`src/rtl/uart_pkg.sv`:
```
// Shared UART definitions: byte type, FIFO default depth and system clock rate.
package uart_pkg;

  localparam int unsigned BYTE_W          = 8;
  localparam int unsigned UART_FIFO_DEPTH = 16;
  localparam int unsigned CLK_FREQ        = 50000000;

  typedef logic [BYTE_W-1:0] byte_t;

endpackage

```
`src/rtl/uart_byte_ram.sv`:
```
// Byte register array: one synchronous write port, one combinational read port.
module uart_byte_ram
  import uart_pkg::*;
#(
  parameter  int unsigned DEPTH  = UART_FIFO_DEPTH,
  localparam int unsigned ADDR_W = $clog2(DEPTH)
) (
  input  logic              clk,
  input  logic              we,
  input  logic [ADDR_W-1:0] waddr,
  input  byte_t             wdata,
  input  logic [ADDR_W-1:0] raddr,
  output byte_t             rdata
);

  byte_t mem [DEPTH];

  always_ff @(posedge clk) begin
    if (we) mem[waddr] <= wdata;
  end

  assign rdata = mem[raddr];

endmodule

```
`src/rtl/uart_rx_fifo.sv`:
```
// Circular byte FIFO between the RX deserializer and the TX-side consumer.
// First-word-fall-through read, sticky overflow on dropped RX bytes.
module uart_rx_fifo
  import uart_pkg::*;
#(
  parameter  int unsigned DEPTH  = UART_FIFO_DEPTH,
  localparam int unsigned ADDR_W = $clog2(DEPTH)
) (
  input  logic            clk,
  input  logic            rst,
  input  logic [7:0]      in_data,
  input  logic            in_valid,
  output logic [7:0]      out_data,
  output logic            out_valid,
  input  logic            out_ready,
  output logic [ADDR_W:0] count,
  output logic            full,
  output logic            overflow,
  input  logic            overflow_clr
);

  localparam int unsigned CNT_W = ADDR_W + 1;

  logic [ADDR_W-1:0] wr_ptr;
  logic [ADDR_W-1:0] rd_ptr;
  logic [CNT_W-1:0]  count_next;
  logic              push_c;
  logic              pop_c;
  logic              drop_c;

  // A full FIFO still takes a byte when the head leaves in the same cycle.
  assign pop_c  = out_valid && out_ready;
  assign push_c = in_valid && (!full || pop_c);
  assign drop_c = in_valid && full && !pop_c;

  always_comb begin
    count_next = count;
    if (push_c && !pop_c)      count_next = count + CNT_W'(1);
    else if (pop_c && !push_c) count_next = count - CNT_W'(1);
  end

  // out_valid and full are kept as flops tracking the next occupancy.
  always_ff @(posedge clk) begin
    if (rst) begin
      wr_ptr    <= '0;
      rd_ptr    <= '0;
      count     <= '0;
      out_valid <= 1'b0;
      full      <= 1'b0;
      overflow  <= 1'b0;
    end else begin
      if (push_c) wr_ptr <= wr_ptr + ADDR_W'(1);
      if (pop_c)  rd_ptr <= rd_ptr + ADDR_W'(1);
      count     <= count_next;
      out_valid <= (count_next != '0);
      full      <= (count_next == CNT_W'(DEPTH));
      overflow  <= drop_c || (overflow && !overflow_clr);
    end
  end

  uart_byte_ram #(.DEPTH(DEPTH)) u_ram (
    .clk   (clk),
    .we    (push_c && !rst),
    .waddr (wr_ptr),
    .wdata (in_data),
    .raddr (rd_ptr),
    .rdata (out_data)
  );

endmodule

```
`config.mk`:
```
export PLATFORM = sky130hd
export DESIGN_NAME = uart_rx_fifo
export DESIGN_NICKNAME = d
export VERILOG_FILES = /design/src/rtl/uart_pkg.sv /design/src/rtl/uart_byte_ram.sv /design/src/rtl/uart_rx_fifo.sv
export SDC_FILE = /design/constraint.sdc
export NUM_CORES = 1
export LEC_CHECK = 0
export BUFFER_PORTS_ARGS = -buffer_cell sky130_fd_sc_hd__buf_2
export CORE_MARGIN = 2
export CORE_UTILIZATION = 25
export CTS_BUF_LIST = sky130_fd_sc_hd__clkbuf_2
export DETAILED_ROUTE_END_ITERATION = 10
export RECOVER_POWER = 50
export SYNTH_ARGS = -nofsm -noshare
export SYNTH_HDL_FRONTEND = slang
export SYNTH_SLANG_ARGS = --single-unit
```
`constraint.sdc`:
```
create_clock -name clk -period 1.8 [get_ports clk]
set_input_delay 0.36 -clock clk [delete_from_list [all_inputs] [get_ports clk]]
set_output_delay 0.36 -clock clk [all_outputs]
set_load 0.005 [all_outputs]
```
==> flow_results.xml <==
<?xml version="1.0" encoding="UTF-8"?>
<metrics>
  <group name="status">
    <metric name="outcome" unit="">complete, but fails checks</metric>
    <metric name="failed_checks" unit="">setup timing</metric>
  </group>
  <group name="grt">
    <metric name="use_met2" unit="%">17.6</metric>
    <metric name="globalRoute.busiestLayer" unit="">met2</metric>
    <metric name="grt_max_degree" unit="">33</metric>
    <metric name="antenna_found_initial" unit="">0</metric>
    <metric name="met1_usage" unit="%">13.2</metric>
    <metric name="first_global_vias" unit="">3144</metric>
    <metric name="groute.layer.met3.usage" unit="%">2.93</metric>
    <metric name="grtUsageTotal" unit="%">10.4</metric>
    <metric name="grt_pass1_wl" unit="mm">18.7</metric>
    <metric name="globalRouteOverflowTotal" unit="">0</metric>
  </group>
  <group name="cts">
    <metric name="cts-root-to-sink-buffers" unit="">2</metric>
    <metric name="cts.htree.levels" unit="">4</metric>
    <metric name="clock_sink_count" unit="">148</metric>
    <metric name="cts_buffers" unit="">17</metric>
    <metric name="clk_pin_slew" unit="ns">0.24</metric>
    <metric name="insertion_delay_to_the_later_sink_of_the_worst_skew_pair" unit="ns">0.67</metric>
    <metric name="cts_tree" unit="">yes</metric>
    <metric name="cts.repair_timing.setup_buffer_count" unit="">0</metric>
    <metric name="clock_tree.root_cell" unit="">clkbuf_2</metric>
  </group>
  <group name="timing">
    <metric name="clock_skew" unit="ns">0.0385</metric>
    <metric name="rsz0062_at_grt" unit="">yes</metric>
    <metric name="tightest_slew" unit="ns">0.676</metric>
    <metric name="max_transition_viols_final" unit="">0</metric>
    <metric name="finalSetupViolCount" unit="">136</metric>
    <metric name="slew_headroom" unit="%">54.9</metric>
    <metric name="worst_slack" unit="ns">-1.02</metric>
    <metric name="fmax" unit="MHz">354</metric>
    <metric name="timing.setup.tns" unit="ns">-16.41</metric>
    <metric name="timing.final.crit_period" unit="ns">2.82</metric>
    <metric name="endpoints_failing_hold" unit="">0</metric>
    <metric name="final.period_utilization" unit="%">157</metric>
  </group>
  <group name="logic_synthesis">
    <metric name="yosys_warnings" unit="">0</metric>
    <metric name="netlist_top_cells_area" unit="">edfxtp_1, mux4_1, dfxtp_1</metric>
    <metric name="register_bit_total_from_synthesis" unit="">148</metric>
    <metric name="synth.largest_area_cell" unit="">edfxtp_1</metric>
    <metric name="synth.distinct_cells" unit="">35</metric>
    <metric name="netlist_instances" unit="">292</metric>
    <metric name="syn-mean-instance-area" unit="µm²">20.2</metric>
    <metric name="synth_enable_flop_cells" unit="">128</metric>
    <metric name="fraction_of_registers_with_async_set_reset" unit="%">0</metric>
    <metric name="synth_sequential_area_ratio" unit="%">71.8</metric>
    <metric name="syn-num-nets" unit="">312</metric>
    <metric name="post_synth_design_cell_area" unit="µm²">5910</metric>
    <metric name="synth_flop_cell" unit="">edfxtp_1</metric>
    <metric name="post-synth-top-area-fraction" unit="%">65.0</metric>
  </group>
  <group name="setup_path">
    <metric name="critPathKind" unit="">reg -&gt; out</metric>
    <metric name="worst_setup_path_start_kind" unit="">flip-flop</metric>
    <metric name="critical_path_required" unit="ns">1.44</metric>
    <metric name="critical_path_arrival" unit="ns">2.46</metric>
    <metric name="setup.worst_path.end_class" unit="">output port</metric>
    <metric name="path_max_fanout" unit="">16</metric>
  </group>
  <group name="layout">
    <metric name="most_common_cell_after_layout_fill_and_taps_aside" unit="">edfxtp_1</metric>
    <metric name="diodes" unit="">0</metric>
    <metric name="final_nets" unit="">388</metric>
    <metric name="layout.cell_area.non_filler" unit="µm²">7080</metric>
    <metric name="drive_above_1_share" unit="%">35.9</metric>
    <metric name="syn_to_final_growth" unit="%">19.8</metric>
    <metric name="highest_count_cells_in_the_layout_ignoring_fill_and_taps" unit="">edfxtp_1, mux4_2, nor2_1, clkbuf_2, buf_2</metric>
  </group>
  <group name="placed_design">
    <metric name="place_hpwl" unit="mm">7.76</metric>
    <metric name="gp_congestion" unit="">0.777</metric>
    <metric name="detailedPlace.worstSlack" unit="ns">-0.317</metric>
    <metric name="port_buffers" unit="">28</metric>
    <metric name="post_dp_cell_area" unit="µm²">6720</metric>
  </group>
  <group name="drt">
    <metric name="drt_first_pass_iters" unit="">4</metric>
    <metric name="first_iter_violations" unit="">224</metric>
    <metric name="wl_per_cell" unit="µm">17.7</metric>
    <metric name="detail-route-antenna-nets" unit="">0</metric>
    <metric name="post-route-drc-count" unit="">0</metric>
    <metric name="vias_cell" unit="">4.18</metric>
    <metric name="route.vias.total" unit="">2917</metric>
    <metric name="total_wirelength_of_the_detailed_routed_design" unit="mm">12.3</metric>
  </group>
  <group name="pwr">
    <metric name="power.total" unit="mW">6.62</metric>
    <metric name="pd_cells" unit="nW/µm²">934</metric>
    <metric name="vdd_ir_drop_max" unit="µV">303</metric>
    <metric name="cellLeakagePower" unit="nW">2.27</metric>
  </group>
  <group name="floorplanning">
    <metric name="ios" unit="">29</metric>
    <metric name="die_h" unit="µm">158</metric>
    <metric name="die_width" unit="µm">158</metric>
    <metric name="fp-row-count" unit="">56</metric>
    <metric name="effective_utilization_at_floorplan" unit="%">25.3</metric>
    <metric name="core" unit="µm²">23300</metric>
    <metric name="die_area" unit="µm²">24900</metric>
  </group>
  <group name="flow_run">
    <metric name="timing.max_cap.violations" unit="">0</metric>
  </group>
  <group name="hold_path">
    <metric name="hp-class" unit="">in -&gt; reg</metric>
  </group>
</metrics>
worst max-delay path, stage by stage (launching register included):
cell	delay [ns]
dfxtp_4	0.45
buf_12	0.19
mux4_2	0.52
mux4_2	0.48
buf_2	0.15
cells by family after synthesis:
kind of cell	Yosys count	synth area share [%]
flops	148	71.8
simple gates	55	4.66
mux	46	17.8
buf+inv	18	1.93
compound gates	10	1.12
xor+xnor	8	1.19
fa+ha+maj	7	1.48
path summary, 6_finish.rpt:
kind | start | endpoint | slack (ns) | cells after the start
setup reg to reg | out_valid | u_ram.mem[3][7] | -0.12 | 5
hold / removal | rst | out_valid | 0.11 | 3
hold reg to reg | rd_ptr[3] | rd_ptr[3] | 0.51 | 2
setup / recovery | flip-flop | out_data[7] | -1.02 | 4
sequential cells by signal, summed over array words and instances, names as in the netlist, named ones only:
signal	cells
out_valid	1
rd_ptr	4
count	5
overflow	1
wr_ptr	4
u_ram.mem	128
full	1
per-stage QoR:
| stage | instances | hold slack, ns | util, % |
|---|---|---|---|
| 4_1_cts | 697 | 0.0251 | 30.2 |
| 5_1_grt | 698 | 0.0303 | 30.4 |
| 3_3_place_gp | 657 | 0.474 | 28.8 |
| 3_5_place_dp | 657 | 0.483 | 28.8 |
| 2_1_floorplan | 292 | 0.459 | - |
| 6_report | 698 | 0.106 | 30.4 |
cell usage after synthesis (2+ instances only):
cell,instances
a21oi_1,3
edfxtp_1,128
nor2_1,29
nand2_1,7
buf_8,2
nor2b_1,4
xnor2_1,3
mux2i_1,4
dfxtp_1,20
nand3_1,3
mux4_1,24
and4bb_1,2
or3_1,2
xor2_1,5
clkbuf_1,3
ha_1,7
inv_1,7
buf_1,4
mux4_2,16
and4b_1,2
a21boi_0,2
nand3b_1,2
area by class of cell:
type | count | area, µm²
fillers | 2304 | 16200
multi-input cells | 126 | 1500
clock inverters | 13 | 153
repair buffers | 68 | 672
clock buffers | 17 | 85.1
well taps | 319 | 399
inverters | 7 | 26.3
flip-flops and latches | 148 | 4250
repair_timing:
action	4_1_cts	5_1_grt
gates resized for setup	5	9
endpoints found under the hold margin	121	0
endpoints found under the setup margin	10	39
gates cloned	0	1
hold buffers	10	0
pin swaps	0	2
metal layers:
layer,vias up,wire [µm]
met1,1490,5260
met4,0,178
li1,1322,-
met2,90,6160
met5,-,0
met3,15,758
power breakdown:
group / switching [mW] / leakage (nW) / internal (mW)
clock: 1.22 / 0.135 / 0.651
combinational: 0.396 / 0.821 / 0.495
sequential: 0.0611 / 1.32 / 3.80
Power figures use the tool's default switching activity.
